File: config.mk
export PLATFORM = sky130hd
export DESIGN_NAME = spi_host_mc_flat
export DESIGN_NICKNAME = d
export VERILOG_FILES = /design/src/rtl/spi_host_mc_pkg.sv /design/src/rtl/spi_host_mc_if.sv /design/src/rtl/spi_host_mc_shift_engine.sv /design/src/rtl/spi_host_mc.sv /design/src/flat_wrapper.sv
export SDC_FILE = /design/constraint.sdc
export NUM_CORES = 1
export LEC_CHECK = 0
export CAP_MARGIN = 10
export CORE_UTILIZATION = 55
export CTS_CLUSTER_DIAMETER = 100
export DETAILED_ROUTE_END_ITERATION = 8
export GPL_TIMING_DRIVEN = 0
export PLACE_DENSITY = 0.79
export SLEW_MARGIN = 15
export SYNTH_ARGS = -nofsm -noshare
export SYNTH_HDL_FRONTEND = slang
export SYNTH_SLANG_ARGS = --single-unit
File: constraint.sdc
create_clock -name clk28 -period 2.8 [get_ports clk28]
set_input_delay 0.56 -clock clk28 [delete_from_list [all_inputs] [get_ports clk28]]
set_output_delay 0.56 -clock clk28 [all_outputs]
set_load 0.005 [all_outputs]
File: src/rtl/spi_host_mc_pkg.sv
// spi_pkg: shared config/state types and port defaults for the multi-card SPI host.
package spi_pkg;
   typedef struct packed {
      logic       autoread;
      logic       wait_en;
      logic       cpha;
      logic       cpol;
      logic [3:0] div;
   } spi_cfg_t;

   typedef enum logic [1:0] {S_IDLE, S_SHIFT, S_DONE} spi_state_t;

   localparam int         ST_BUSY       = 0;
   localparam int         ST_OVR        = 1;
   localparam logic [7:0] PORT_DATA_DEF = 8'hEB;
   localparam logic [7:0] PORT_CS_DEF   = 8'hE7;
   localparam logic [7:0] PORT_CFG_DEF  = 8'hE9;
endpackage

File: src/rtl/spi_host_mc_if.sv
// cpu_bus: low address byte, write data and I/O strobes as seen by port-mapped peripherals.
interface cpu_bus;
   logic [7:0] a;
   logic [7:0] d;
   logic       ioreq;
   logic       rd;
   logic       wr;
   modport master (output a, d, ioreq, rd, wr);
   modport slave  (input  a, d, ioreq, rd, wr);
endinterface

File: src/rtl/spi_host_mc_shift_engine.sv
// spi_shift_engine: SCK divider, half-period sequencing and shift register for one SPI byte.
module spi_shift_engine import spi_pkg::*; (
   input  logic       clk28,
   input  logic       rst_n,
   input  logic       start_i,
   input  logic [7:0] tx_i,
   input  logic [3:0] div_i,
   input  logic       cpol_i,
   input  logic       cpha_i,
   input  logic       miso_i,
   output logic       busy_o,
   output logic       done_o,
   output logic [7:0] rx_o,
   output logic       sck_o,
   output logic       mosi_o
);
   spi_state_t state_q, state_d;
   logic [3:0] cnt_q, cnt_d, hc_q, hc_d;
   logic [7:0] sr_q, sr_d;
   logic       smp_q, smp_d, out_q, out_d;
   logic       tick, lead;

   assign tick = cnt_q == 4'd0;
   assign lead = !hc_q[0];

   always_ff @(posedge clk28 or negedge rst_n)
      if (!rst_n) state_q <= S_IDLE;
      else state_q <= state_d;

   always_comb
      state_d = (state_q == S_IDLE && start_i)                    ? S_SHIFT :
                (state_q == S_SHIFT && tick && hc_q == 4'd15)     ? S_DONE  :
                (state_q == S_DONE)                               ? S_IDLE  : state_q;

   always_comb begin
      busy_o = state_q != S_IDLE;
      done_o = state_q == S_DONE;
      sck_o  = (state_q == S_SHIFT) ? cpol_i ^ hc_q[0] : cpol_i;
      mosi_o = (state_q == S_SHIFT) ? out_q : 1'b1;
      rx_o   = sr_q;
   end

   // Even half-periods end in a leading SCK edge, odd ones in a trailing edge.
   always_comb begin
      cnt_d = cnt_q;
      hc_d  = hc_q;
      sr_d  = sr_q;
      smp_d = smp_q;
      out_d = out_q;
      if (state_q == S_IDLE && start_i) begin
         cnt_d = div_i;
         hc_d  = 4'd0;
         sr_d  = tx_i;
         out_d = cpha_i | tx_i[7];
      end else if (state_q == S_SHIFT && !tick) begin
         cnt_d = cnt_q - 4'd1;
      end else if (state_q == S_SHIFT) begin
         cnt_d = div_i;
         hc_d  = hc_q + 4'd1;
         if (!cpha_i && lead) smp_d = miso_i;
         else if (!cpha_i) begin
            sr_d  = {sr_q[6:0], smp_q};
            out_d = sr_q[6];
         end else if (lead) begin
            out_d = sr_q[7];
            sr_d  = {sr_q[6:0], 1'b0};
         end else sr_d[0] = miso_i;
      end
   end

   always_ff @(posedge clk28 or negedge rst_n)
      if (!rst_n) begin
         cnt_q <= 4'd0;
         hc_q  <= 4'd0;
         sr_q  <= 8'hFF;
         smp_q <= 1'b1;
         out_q <= 1'b1;
      end else begin
         cnt_q <= cnt_d;
         hc_q  <= hc_d;
         sr_q  <= sr_d;
         smp_q <= smp_d;
         out_q <= out_d;
      end
endmodule

File: src/rtl/spi_host_mc.sv
// spi_host_mc: CPU port-mapped SPI host with chip selects, config, status and optional CPU wait.
module spi_host_mc import spi_pkg::*; #(
   parameter int         NCS       = 2,
   parameter logic [7:0] PORT_DATA = PORT_DATA_DEF,
   parameter logic [7:0] PORT_CS   = PORT_CS_DEF,
   parameter logic [7:0] PORT_CFG  = PORT_CFG_DEF,
   parameter logic [3:0] DIV_RST   = 4'd0
) (
   input  logic           clk28,
   input  logic           rst_n,
   input  logic           en_i,
   cpu_bus.slave          bus,
   output logic [7:0]     d_out_o,
   output logic           d_out_active_o,
   output logic           cpuwait_o,
   output logic           busy_o,
   input  logic           spi_miso_i,
   output logic           spi_mosi_o,
   output logic           spi_sck_o,
   output logic [NCS-1:0] spi_cs_n_o
);
   localparam spi_cfg_t CFG_RST = spi_cfg_t'({4'b0000, DIV_RST});

   logic [2:0]     hit, rise, hit_q, hit_d;
   spi_cfg_t       cfg_q, cfg_d, pend_q, pend_d;
   logic           pend_v_q, pend_v_d, ovr_q, ovr_d, act_q, act_d;
   logic           dwait_q, dwait_d, start_q, start_d;
   logic [NCS-1:0] cs_q, cs_d;
   logic [7:0]     rdata_q, rdata_d, tx_q, tx_d, rx, st;
   logic           acc, busy, eng_busy, eng_done, data_evt, hold, data_act;

   assign acc      = en_i && bus.ioreq && (bus.rd || bus.wr);
   assign hit      = {acc && bus.a == PORT_CFG, acc && bus.a == PORT_CS, acc && bus.a == PORT_DATA};
   assign rise     = hit & ~hit_q;
   assign busy     = start_q | eng_busy;
   // A data access that met a busy engine with wait enabled is held and retried once idle.
   assign data_evt = rise[0] | (dwait_q & hit[0]);
   assign hold     = data_evt && busy && cfg_q.wait_en;
   assign data_act = data_evt && !hold;

   always_comb begin
      st          = 8'h00;
      st[ST_BUSY] = busy;
      st[ST_OVR]  = ovr_q;
   end

   always_comb begin
      hit_d    = hit;
      cfg_d    = cfg_q;
      pend_d   = pend_q;
      pend_v_d = pend_v_q;
      cs_d     = cs_q;
      ovr_d    = ovr_q;
      rdata_d  = rdata_q;
      tx_d     = tx_q;
      start_d  = 1'b0;
      dwait_d  = hold;
      act_d    = |hit && bus.rd;
      if (pend_v_q && (eng_done || !busy)) begin
         cfg_d    = pend_q;
         pend_v_d = 1'b0;
      end
      if (data_act) begin
         if (bus.rd) rdata_d = rx;
         if (busy) ovr_d = 1'b1;
         else if (bus.wr || cfg_q.autoread) begin
            start_d = 1'b1;
            tx_d    = bus.wr ? bus.d : 8'hFF;
         end
      end
      if (rise[1] && bus.wr) cs_d = bus.d[NCS-1:0];
      else if (rise[1]) begin
         rdata_d = st;
         ovr_d   = 1'b0;
      end
      if (rise[2] && bus.wr && busy) begin
         pend_d   = spi_cfg_t'(bus.d);
         pend_v_d = 1'b1;
      end else if (rise[2] && bus.wr) cfg_d = spi_cfg_t'(bus.d);
      else if (rise[2]) rdata_d = cfg_q;
   end

   always_ff @(posedge clk28 or negedge rst_n)
      if (!rst_n) begin
         hit_q    <= 3'b000;
         cfg_q    <= CFG_RST;
         pend_q   <= CFG_RST;
         pend_v_q <= 1'b0;
         cs_q     <= '1;
         ovr_q    <= 1'b0;
         rdata_q  <= 8'hFF;
         tx_q     <= 8'hFF;
         start_q  <= 1'b0;
         dwait_q  <= 1'b0;
         act_q    <= 1'b0;
      end else begin
         hit_q    <= hit_d;
         cfg_q    <= cfg_d;
         pend_q   <= pend_d;
         pend_v_q <= pend_v_d;
         cs_q     <= cs_d;
         ovr_q    <= ovr_d;
         rdata_q  <= rdata_d;
         tx_q     <= tx_d;
         start_q  <= start_d;
         dwait_q  <= dwait_d;
         act_q    <= act_d;
      end

   spi_shift_engine u_eng (
      .clk28   (clk28),
      .rst_n   (rst_n),
      .start_i (start_q),
      .tx_i    (tx_q),
      .div_i   (cfg_q.div),
      .cpol_i  (cfg_q.cpol),
      .cpha_i  (cfg_q.cpha),
      .miso_i  (spi_miso_i),
      .busy_o  (eng_busy),
      .done_o  (eng_done),
      .rx_o    (rx),
      .sck_o   (spi_sck_o),
      .mosi_o  (spi_mosi_o)
   );

   assign d_out_o        = rdata_q;
   assign d_out_active_o = act_q;
   assign cpuwait_o      = hold;
   assign busy_o         = busy;
   assign spi_cs_n_o     = cs_q;
endmodule
File: src/flat_wrapper.sv
// flat-port wrapper written by rule: the top's interface ports become plain ports
module spi_host_mc_flat import spi_pkg::*;
#(
   parameter int         NCS       = 2,
   parameter logic [7:0] PORT_DATA = PORT_DATA_DEF,
   parameter logic [7:0] PORT_CS   = PORT_CS_DEF,
   parameter logic [7:0] PORT_CFG  = PORT_CFG_DEF,
   parameter logic [3:0] DIV_RST   = 4'd0
)
  (clk28, rst_n, en_i, d_out_o, d_out_active_o, cpuwait_o, busy_o, spi_miso_i, spi_mosi_o, spi_sck_o, spi_cs_n_o, bus_a, bus_d, bus_ioreq, bus_rd, bus_wr);
  cpu_bus bus_i ();
  input  logic clk28;
  input  logic rst_n;
  input  logic en_i;
  output logic [7:0] d_out_o;
  output logic d_out_active_o;
  output logic cpuwait_o;
  output logic busy_o;
  input  logic spi_miso_i;
  output logic spi_mosi_o;
  output logic spi_sck_o;
  output logic [NCS-1:0] spi_cs_n_o;
  input wire logic [$bits(bus_i.a)-1:0] bus_a;
  input wire logic [$bits(bus_i.d)-1:0] bus_d;
  input wire logic [$bits(bus_i.ioreq)-1:0] bus_ioreq;
  input wire logic [$bits(bus_i.rd)-1:0] bus_rd;
  input wire logic [$bits(bus_i.wr)-1:0] bus_wr;
  assign bus_i.a = bus_a;
  assign bus_i.d = bus_d;
  assign bus_i.ioreq = bus_ioreq;
  assign bus_i.rd = bus_rd;
  assign bus_i.wr = bus_wr;
  spi_host_mc #(.NCS(NCS), .PORT_DATA(PORT_DATA), .PORT_CS(PORT_CS), .PORT_CFG(PORT_CFG), .DIV_RST(DIV_RST)) u_core (.clk28(clk28), .rst_n(rst_n), .en_i(en_i), .bus(bus_i), .d_out_o(d_out_o), .d_out_active_o(d_out_active_o), .cpuwait_o(cpuwait_o), .busy_o(busy_o), .spi_miso_i(spi_miso_i), .spi_mosi_o(spi_mosi_o), .spi_sck_o(spi_sck_o), .spi_cs_n_o(spi_cs_n_o));
endmodule
; ---- Word level (Yosys, flattened, before mapping)
; Cells that the tools add are included.
[totals]
out_inout_bits = 15
register_bits = 62
inputBits = 23
[classes]
muxes = 44
addsub = 2
bitwise_logic = 10
reduce_logical = 39
eq_ne = 9
[op_table]
columns = op, n
row1 = 8-bit two-way mux, 16
row2 = "8-bit == test, second input constant", 3
row3 = 4-bit two-way mux, 6
row4 = 1-bit logical AND, 18
row5 = 1-bit two-way mux, 18
row6 = 4-bit AND reduction, 2
row7 = 7-bit two-way mux, 1
row8 = 2-bit two-way mux, 3
row9 = 3-bit AND reduction, 2
row10 = 2-bit nonzero test, 3
row11 = 3-bit nonzero test, 2
row12 = 1-bit logical NOT, 5
row13 = "4-bit by 1-bit adder with 4-bit output, second input constant", 1
row14 = "4-bit == test, second input constant", 1
row15 = 4-bit logical NOT, 1
row16 = "2-bit inequality test, second input constant", 2
row17 = "4-bit by 1-bit subtractor with 4-bit output, second input constant", 1
row18 = 3-bit bitwise AND, 1
row19 = 1-bit logical OR, 3
row20 = "3-bit inequality test, second input constant", 1
row21 = 1-bit NOT, 3
row22 = 3-bit NOT, 1
row23 = 1-bit bitwise OR, 3
row24 = 3-bit OR reduction, 1
row25 = other kinds (6), 6

; ---- Longest topological paths before layout
; Gate-level depths: netlist (run 1).
[logic_depth]
depth_word = 15
ltp_mapped = 6
depth_no_buf = 6

; ---- Cells and area by module
; From an unflattened synthesis (run 1), not the netlist that was laid out.
[hier_totals]
cells_unflattened = 279
area_unflattened_um2 = 3148.0
[by_module_without_submodules]
columns = module, area_per_inst_um2, n_inst, cells_per_inst
row1 = spi_host_mc, 1921.8, 1, 150
row2 = spi_shift_engine, 1226.2, 1, 129

; ---- Worst setup path before layout (run 1)
; Ideal clock, no wire load.
[synth_timing]
kind = input -> output
startpoint = in bus_a[4]
endpoint = out cpuwait_o
path_stages = 4
required_time_ps = 2240
arrival_ps = 1479
setup_slack_ps = 761
cell_sequence = and4b_1 -> buf_2 -> nand3_1 -> nor4_1
[synth_via]
elab_chain_len = 6
[synth_rtl]
columns = element, line_no
row1 = start: declaration, flat_wrapper.sv:23  ; input wire logic [$bits(bus_i.a)-1:0] bus_a;
row2 = 8-bit == test (*), spi_host_mc.sv:33  ; assign hit = {acc && bus.a == PORT_CFG, acc && bus.a == PORT_CS, acc && bus.a == PORT_DATA};
row3 = 1-bit logical AND (*), spi_host_mc.sv:33
row4 = 3-bit bitwise AND / 1-bit bitwise AND (equally long branches), "spi_host_mc.sv:34, spi_host_mc.sv:37"
row5 = 1-bit bitwise OR (*), spi_host_mc.sv:37  ; assign data_evt = rise[0] | (dwait_q & hit[0]);
row6 = 1-bit logical AND (*) (2 in a row), spi_host_mc.sv:38  ; assign hold = data_evt && busy && cfg_q.wait_en;
row7 = end: declaration, flat_wrapper.sv:17  ; output logic cpuwait_o;
; Mark *: on every way between the ends. The rest lies on a longest branch, timed or not.

; ---- Final worst setup path (run 1)
[layout_timing]
startpoint = in bus_a[2]
endpoint = out cpuwait_o
; The elaborated chain is that of the path after synthesis.

==> qor.txt, run 1 <==
CP arrival = 2.04 ns
Via density = 6.04
top-count cell post-synth = mux2_2
number of DRC markers in iteration 0 = 126
# setup viols final = 0
crit path buf inv count = 3
grt total ovfl = 0
Lkg Pwr = 0.00162 uW
Fin. Hold Viols = 0
Final Cycle Share = 92.9%
Clk network pwr share = 42.9%
critical path class = in2out
clock tree buffer depth = 2
Synth Warn # = 0
clk_lat worst skew = 0.34 ns
clock skew = 0.00882 ns
power consumption = 2020 uW
Tightest Hold Check Type = in2async
Die Footprint = 5980 um^2
# fillers = 435
worst path cell trace = clkdlybuf4s50_1 > and2b_2 > nand3_2 > clkbuf_8 > nor4_4 > dlygate4sd2_1
Synth top cells by count = 40 x mux2_2, 34 x dfrtp_1, 28 x dfstp_2
Netlist cell types = 53
die height = 77.3 um
reg-to-reg slack, setup = 0.58 ns
clock slew at reported path FFs = 0.07 ns
Routed Antenna Nets = 0
clk root buf = clkbuf_8
die width = 77.3 um
area grow syn2layout = 23.4%
synthesized cell area = 3120 um^2
gr usage total = 25.6%
area leader, netlist = dfrtp_1
ant diodes = 0
combinational power share = 9.0%
Final nets = 342
Port Buffer Count = 37
Finished Cell Area = 3850 um^2
Rows = 27
Slew Viols, Final = 0
PD cells = 524 nW/um^2
Initial Util = 57.0%
CP max FO = 10
Sw Ratio = 23.0%
CTS H-tree lvls = 3
Worst-Margin Slew = 0.746 ns
CP Launch Type = input pin
share of cells above drive strength 1 = 33.5%
P_sw = 465 uW
clock sink count = 62
TritonCTS buffer count = 9
total number of vias = 2381
Max-slew headroom = 50.3%
Synth area leaders = dfrtp_1 27%, dfstp_2 24%, mux2_2 14%
async set or reset register ratio after synthesis = 100%
WP data required = 2.24 ns
Synthesized Nets = 294
TritonRoute pass-1 iters = 4
first-pass GRT wire length = 11.7 mm
Internal Dissipation = 1550 uW
final RePlAce weighted congestion = 0.818
Setup TNS Final = 0 ns
maximum VDD drop = 0.000464 V
Fmax = 385 MHz
post-synthesis cell count = 269
Seq pwr share = 48.1%
WL/cell = 17.3 um
Slowest-stage cell, CP = clkdlybuf4s50_1
DRC = 0
DRT Wirelength = 6.81 mm
unrepaired setup endpoints after global routing = no
Mean Syn Cell Area = 11.6 um^2
FF+latch count, synth = 62
CTS hold repair buffers = 0
CP delay by family, top = buffers and inverters
EDFF count, synth = 0
status = complete, no violations
CTS tree = built
Critical Path Max Stage Delay = 0.47 ns
largest net degree at the start of global routing = 63
crit path time final = 2.60 ns
Yosys top cell area share = 27.3%
DP Area = 3580 um^2
hpwl dp = 4.88 mm
# IOs = 38
initial antenna violation count = 0
predominant post-synthesis flop cell = dfrtp_1
vias in the first global route = 2394
core area = 5470 um^2
max capacitance violation total = 0
CP Capture Type = output port
sequential share of the synthesized area = 50.8%
placed cells by master, fill, tap and decap left out, drive strengths merged, types with 2 or more instances in the layout:
cell type / n
a21oi: 3
a31oi: 8
a32oi: 2
and3: 5
and4: 2
and4b: 2
buf: 8
bufinv: 2
clkbuf: 18
clkdlybuf4s50: 33
clkinv: 2
dfrtp: 34
dfstp: 28
dlygate4sd2: 3
ha: 2
inv: 6
mux2: 40
mux2i: 2
nand2: 7
nand2b: 4
nand3: 7
nand4: 12
nor2: 13
nor2b: 5
nor3: 5
nor3b: 4
nor4: 3
o21a: 2
o21ai: 18
o22a: 8
o22ai: 2
o31ai: 10
or2: 3
xor2: 4
metrics by stage:
step                      setup slack, ns  hold WS (ns)  instances  util, %
after floorplan                     0.761         0.264        269        -
after global placement             -0.777         0.479        378     65.4
after detailed placement           -0.510         0.491        378     65.4
after CTS                           0.183         0.315        394     70.2
after global routing               0.0620         0.347        394     70.3
final                               0.200         0.272        394     70.3
cell families (layout without fill, tap and decap cells):
kind of cell	after synthesis	count (layout)	share of synthesized area, %
AND/OR/NAND/NOR	79	79	16.4
flip-flops	62	62	50.8
AO/OA/AOI/OAI	60	60	13.0
multiplexers	42	42	15.1
buffers and inverters	19	72	2.49
XOR/XNOR	5	5	1.40
adder cells (fa/ha/maj)	2	2	0.802
timing repair:
item,CTS,global route
pin swaps,0,0
hold endpoints to repair,0,0
endpoints found under the setup margin,1,1
resized for setup,15,1
setup buffers,1,0
metal layers:
layer | vias up | GRT usage (%) | wire length, um
met5 | - | 0 | 0
met4 | 0 | 10.6 | 78
met3 | 9 | 4.29 | 500
met2 | 79 | 40.4 | 3220
met1 | 1173 | 35.1 | 3010
li1 | 1120 | - | -
sequential cells by signal (all words and copies together) (netlist names):
register               count
u_core.start_q             1
u_core.ovr_q               1
u_core.tx_q                8
u_core.u_eng.rx_o          8
u_core.hit_q               3
u_core.u_eng.state_q       2
u_core.u_eng.cnt_q         4
u_core.cfg_q               8
u_core.pend_v_q            1
u_core.dwait_q             1
u_core.d_out_o             8
u_core.u_eng.out_q         1
u_core.u_eng.hc_q          4
u_core.u_eng.smp_q         1
u_core.spi_cs_n_o          2
u_core.d_out_active_o      1
u_core.pend_q              8
power by group through the flow:
stage / combinational [uW] / sequential (uW) / clock (uW)
2_1_floorplan: 95.0 / 974 / 0
3_3_place_gp: 171 / 983 / 0
3_5_place_dp: 176 / 985 / 0
4_1_cts: 181 / 970 / 873
5_1_grt: 206 / 975 / 913
6_report: 181 / 971 / 867
layout make-up:
class / instances / area, um^2 / area share [%]
tap: 72 / 90.1 / 2.34
multi-input combinational: 188 / 1500 / 38.9
sequential: 62 / 1590 / 41.2
clock inverter: 4 / 70.1 / 1.82
timing repair buffer: 38 / 372 / 9.65
buffer: 12 / 66.3 / 1.72
inverter: 6 / 22.5 / 0.585
clock buffer: 12 / 145 / 3.77
path summary, 6_finish.rpt:
| check | startpoint | to | cells past startpoint |
|---|---|---|---|
| worst max-delay path | bus_a[2] | cpuwait_o | 6 |
| worst min-delay path | rst_n | u_core.d_out_active_o | 1 |
| worst max register to register | u_core.u_eng.cnt_q[0] | u_core.u_eng.rx_o[5] | 6 |
| worst min register to register | u_core.pend_q[6] | u_core.pend_q[6] | 1 |
| max in group asynchronous | rst_n | u_core.u_eng.hc_q[3] | 1 |
| min in group clk28 | u_core.pend_q[6] | u_core.pend_q[6] | 1 |
(Power assumes the default switching activity.)
==> run 2: changes to the inputs <==
GPL_ROUTABILITY_DRIVEN = 0   (was not set)
RECOVER_POWER = 50   (was not set)
==> qor.txt, run 2 (synthesis gave the netlist of run 1 again) <==
status = complete, no violations
Reg2Reg Launch Point = u_core.u_eng.cnt_q[0]
vias in the first global route = 2394 (unchanged)
Via density = 6.04 (unchanged)
capturing point of the worst reg2reg path = u_core.u_eng.rx_o[5]
critical path class = in2out
Slew Viols, Final = 0 (unchanged)
TritonRoute pass-1 iters = 4 (unchanged)
Hold Startpoint = u_core.pend_q[6]
Fmax = 385 MHz (unchanged)
Max-slew headroom = 2.39% (-48 points)
CP arrival = 2.04 ns (about the same)
unrepaired setup endpoints after global routing = no
initial antenna violation count = 0 (unchanged)
Final nets = 342 (unchanged)
Final Cycle Share = 92.9% (unchanged)
P_sw = 465 uW (about the same)
share of cells above drive strength 1 = 33.5% (unchanged)
clock skew = 0.00882 ns (unchanged)
die height = 77.3 um (unchanged)
path depth of the worst reg2reg path = 6 (unchanged)
crit path time final = 2.60 ns (unchanged)
largest net degree at the start of global routing = 63 (unchanged)
number of DRC markers in iteration 0 = 126 (unchanged)
Routed Antenna Nets = 0 (unchanged)
Hold Crit Depth = 1
Util after Layout = 70.3% (about the same)
reg-to-reg slack, setup = 0.58 ns (about the same)
Fin. Hold Viols = 0 (unchanged)
multi-input logic area = 1500 um^2 (unchanged)
DRT Wirelength = 6.81 mm (unchanged)
most frequent cells in the layout = 40 x mux2_2, 34 x dfrtp_1, 32 x clkdlybuf4s50_1, 28 x dfstp_2, 18 x o21ai_0
Internal Dissipation = 1550 uW (about the same)
Tightest Hold Check Type = reg2reg
total number of vias = 2381 (unchanged)
combinational power share = 8.9% (about the same)
PD cells = 524 nW/um^2 (about the same)
die width = 77.3 um (unchanged)
area grow syn2layout = 23.3% (about the same)
# fillers = 435 (unchanged)
clock slew at reported path FFs = 0.07 ns (about the same)
clock tree buffer depth = 2 (unchanged)
Hold Worst Slack = 0.504 ns (+0.232 ns)
max capacitance violation total = 0 (unchanged)
Rows = 27 (unchanged)
CP max FO = 10 (unchanged)
WL/cell = 17.3 um (unchanged)
Seq pwr share = 48.1% (about the same)
# IOs = 38 (unchanged)
Worst-Margin Slew = 1.46 ns (+0.718 ns)
CTS tree = built
Die Footprint = 5980 um^2 (unchanged)
hpwl dp = 4.88 mm (unchanged)
placed cell count = 378 (unchanged)
Initial Util = 57.0% (unchanged)
Sw Ratio = 23.0% (about the same)
CTS H-tree lvls = 3 (unchanged)
Lkg Pwr = 0.00162 uW (+0.18%)
Port Buffer Count = 37 (unchanged)
power consumption = 2020 uW (about the same)
WP data required = 2.24 ns (about the same)
FF/Latch Area = 1590 um^2 (unchanged)
clk_lat worst skew = 0.34 ns (about the same)
grt total ovfl = 0 (unchanged)
WHS Endpoint = u_core.pend_q[6]
clk root buf = clkbuf_8
# setup viols final = 0 (unchanged)
Clk network pwr share = 42.9% (about the same)
core area = 5470 um^2 (unchanged)
first-pass GRT wire length = 11.7 mm (unchanged)
DRC = 0 (unchanged)
CTS hold repair buffers = 0 (unchanged)
CP Capture Type = output port
maximum VDD drop = 0.000464 V (about the same)
ant diodes = 0 (unchanged)
clock sink count = 62 (unchanged)
gr usage total = 25.6% (unchanged)
TritonCTS buffer count = 9 (unchanged)
CP Launch Type = input pin
commonest non-fill, non-tap cell in the layout = mux2_2
fin cells = 394 (unchanged)
-- run 2: cell types whose count changed in the layout (fill, tap and decap cells not counted), sizes merged --
cell           change
buf                -1
clkbuf             +1
clkdlybuf4s50      -1
dlygate4sd3        +1
-- run 2: routing by layer --
layer | routed length [um] | vias up | GRT usage [%]
met5 | 0 | - | 0
met4 | 78 | 0 | 10.6
met3 | 500 | 9 | 4.29
met2 | 3220 | 79 | 40.4
met1 | 3010 | 1173 | 35.1
li1 | - | 1120 | -
-- run 2: area by class of cell --
type	instances	share of cell area (%)
flip-flops and latches	62	41.2
multi-input cells	188	38.9
repair buffers	38	9.59
clock buffers	12	3.77
well taps	72	2.34
clock inverters	4	1.82
plain buffers	12	1.72
inverters	6	0.585
-- run 2: timing repair --
| action | CTS | global route |
|---|---|---|
| resized for setup | 15 | 1 |
| endpoints found under the setup margin | 1 | 1 |
| setup buffers | 1 | 0 |
-- run 2: worst max-delay path by stage --
stage                           end  slack [ns]                     from  cells after the start
2_1_floorplan             cpuwait_o        0.76                 bus_a[4]                      4
3_3_place_gp   u_core.u_eng.hc_q[0]       -0.78                    rst_n                      1
3_5_place_dp              cpuwait_o       -0.51                 bus_a[3]                      6
4_1_cts            u_core.pend_q[4]        0.18                 bus_a[1]                      5
5_1_grt                   spi_sck_o        0.06  u_core.u_eng.state_q[1]                      5
6_report                  cpuwait_o        0.20                 bus_a[2]                      6
-- run 2: critical path, cell delays in order --
cell and delay, ns:
clkdlybuf4s50_1 0.47, and2b_2 0.26, nand3_2 0.12, clkbuf_8 0.21
nor4_4 0.15, dlygate4sd2_1 0.26
-- run 2: power groups by stage --
stage,sequential [uW],clock (uW),combinational [uW]
detailed placement,985,0,176
floorplan,974,0,95.0
finish,971,867,180
CTS,970,873,181
global placement,983,0,171
global route,975,913,205
-- run 2: stage by stage --
step           instance area, um^2  worst slack (ns)  TNS (ns)
3_3_place_gp                  3580            -0.777    -30.99
4_1_cts                       3840             0.183         0
2_1_floorplan                 3120             0.761         0
3_5_place_dp                  3580            -0.510     -2.52
5_1_grt                       3850            0.0620         0
6_report                      3850             0.200         0
==> run 3: changes to the inputs <==
CORE_MARGIN = 2   (was not set)
CTS_BUF_LIST = sky130_fd_sc_hd__clkbuf_16   (was not set)
==> qor.txt, run 3 (synthesis gave the netlist of run 1 again) <==
clk_lat worst skew = 0.33 ns (about the same)
Routed Antenna Nets = 0 (unchanged)
TritonCTS buffer count = 9 (unchanged)
DRC = 0 (unchanged)
Internal Dissipation = 1990 uW (+28%)
CP Launch Type = input pin
Tightest Hold Check Type = reg2reg
Util after Layout = 72.3% (+2.0 points)
Clk network pwr share = 54.0% (+11 points)
CP arrival = 2.21 ns (+0.17 ns)
# IOs = 38 (unchanged)
Max-slew headroom = 0.258% (-2.1 points)
Rows = 27 (unchanged)
initial antenna violation count = 0 (unchanged)
number of DRC markers in iteration 0 = 249 (+98%)
hpwl dp = 4.88 mm (+0.15%)
Fin. Hold Viols = 0 (unchanged)
TritonRoute pass-1 iters = 5 (+1)
Port Buffer Count = 37 (unchanged)
DRT Wirelength = 7.18 mm (+5.4%)
crit path time final = 2.77 ns (+0.168 ns)
capturing point of the worst reg2reg path = u_core.u_eng.rx_o[4]
combinational power share = 7.2% (-1.7 points)
clk root buf = clkbuf_16
Final Cycle Share = 98.9% (+6.0 points)
# fillers = 379 (-13%)
Sw Ratio = 20.6% (-2.4 points)
CTS H-tree lvls = 3 (unchanged)
Die Footprint = 6290 um^2 (+5.2%)
crit path to = cpuwait_o
CP max FO = 10 (unchanged)
CTS hold repair buffers = 0 (unchanged)
clock sink count = 62 (unchanged)
Via density = 6.11 (+1.2%)
# setup viols final = 0 (unchanged)
maximum VDD drop = 0.000500 V (+7.8%)
Fmax = 361 MHz (-6.1%)
power consumption = 2500 uW (+24%)
total number of vias = 2409 (+1.2%)
vias in the first global route = 2468 (+3.1%)
die height = 79.3 um (+2.6%)
Worst-Margin Slew = 1.50 ns (+0.0321 ns)
share of cells above drive strength 1 = 33.2% (-0.31 points)
Final nets = 342 (unchanged)
Hold Crit Depth = 1 (unchanged)
CTS tree = built
violated checks = max-capacitance violations
most frequent cells in the layout = 40 x mux2_2, 34 x dfrtp_1, 33 x clkdlybuf4s50_1, 28 x dfstp_2, 18 x o21ai_0
critical path class = in2out
Slew Viols, Final = 0 (unchanged)
core area = 5510 um^2 (+0.62%)
clock tree buffer depth = 2 (unchanged)
clock skew = 0.00543 ns (-0.00339 ns)
ant diodes = 0 (unchanged)
area grow syn2layout = 27.6%
Initial Util = 56.7% (-0.35 points)
path depth of the worst reg2reg path = 6 (unchanged)
PD cells = 628 nW/um^2 (+20%)
status = finished with violations
multi-input logic area = 1490 um^2 (-0.58%)
CP Capture Type = output port
Lkg Pwr = 0.00169 uW (+3.9%)
grt total ovfl = 0 (unchanged)
first-pass GRT wire length = 12.0 mm (+2.3%)
die width = 79.3 um (+2.6%)
WL/cell = 18.2 um (+5.4%)
Crit. Startpoint = bus_a[2]
FF/Latch Area = 1590 um^2 (unchanged)
P_sw = 516 uW (+11%)
Reg2Reg Launch Point = u_core.u_eng.cnt_q[0]
clock slew at reported path FFs = 0.05 ns (-0.02 ns)
largest net degree at the start of global routing = 63 (unchanged)
max capacitance violation total = 1 (+1)
commonest non-fill, non-tap cell in the layout = mux2_2
reg-to-reg slack, setup = 0.55 ns (-0.03 ns)
Seq pwr share = 38.9% (-9.2 points)
gr usage total = 25.4% (-0.26 points)
WP data required = 2.24 ns (about the same)
-- run 3: worst min path at each step --
| stage | from | end | slack [ns] |
|---|---|---|---|
| 2_1_floorplan | rst_n | u_core.cfg_q[0] | 0.26 |
| 3_3_place_gp | u_core.ovr_q | u_core.ovr_q | 0.48 |
| 3_5_place_dp | u_core.pend_q[7] | u_core.pend_q[7] | 0.49 |
| 4_1_cts | rst_n | u_core.pend_q[0] | 0.34 |
| 5_1_grt | u_core.pend_q[2] | u_core.pend_q[2] | 0.52 |
| 6_report | u_core.ovr_q | u_core.ovr_q | 0.50 |
-- run 3: area by class of cell --
class | instances | share of cell area, %
Sequential cell | 62 | 39.8
Clock inverter | 7 | 3.46
Inverter | 6 | 0.566
Tap cell | 72 | 2.26
Timing Repair Buffer | 38 | 9.30
Clock buffer | 9 | 5.66
Buffer | 12 | 1.51
Multi-Input combinational cell | 188 | 37.4
-- run 3: worst max-delay path: stages --
cell and delay [ns]:
clkdlybuf4s50_1 0.47, and2b_2 0.27, nand3_2 0.14, clkbuf_8 0.22
nor4_4 0.28, dlygate4sd2_1 0.26
-- run 3: power groups by stage --
| stage | combinational (uW) | clock [uW] | sequential (uW) |
|---|---|---|---|
| 3_3_place_gp | 171 | 0 | 983 |
| 2_1_floorplan | 95.0 | 0 | 974 |
| 4_1_cts | 180 | 1350 | 972 |
| 3_5_place_dp | 175 | 0 | 984 |
| 5_1_grt | 204 | 1390 | 977 |
| 6_report | 179 | 1350 | 972 |
-- run 3: through the flow --
step	hold slack (ns)	instance area (um^2)	setup TNS (ns)	setup WS (ns)	instances
after detailed placement	0.490	3580	-1.74	-0.543	378
final	0.498	3980	0	0.0321	394
after global placement	0.479	3580	-30.71	-0.762	378
after floorplan	0.264	3120	0	0.761	269
after CTS	0.341	3980	0	0.0835	394
after global routing	0.519	3980	-0.0129	-0.0129	394
-- run 3: routing by layer --
layer,vias up,routed length [um],track usage [%]
li1,1125,-,-
met1,1181,3190,33.6
met2,81,3380,38.6
met3,22,399,5.34
met4,0,214,14.7
met5,-,0,0
-- run 3: what timing repair did --
item,in CTS,in global routing
pin swaps,1,0
gates resized for setup,10,1
gates cloned,0,0
setup buffers,1,0
endpoints found under the setup margin,1,6
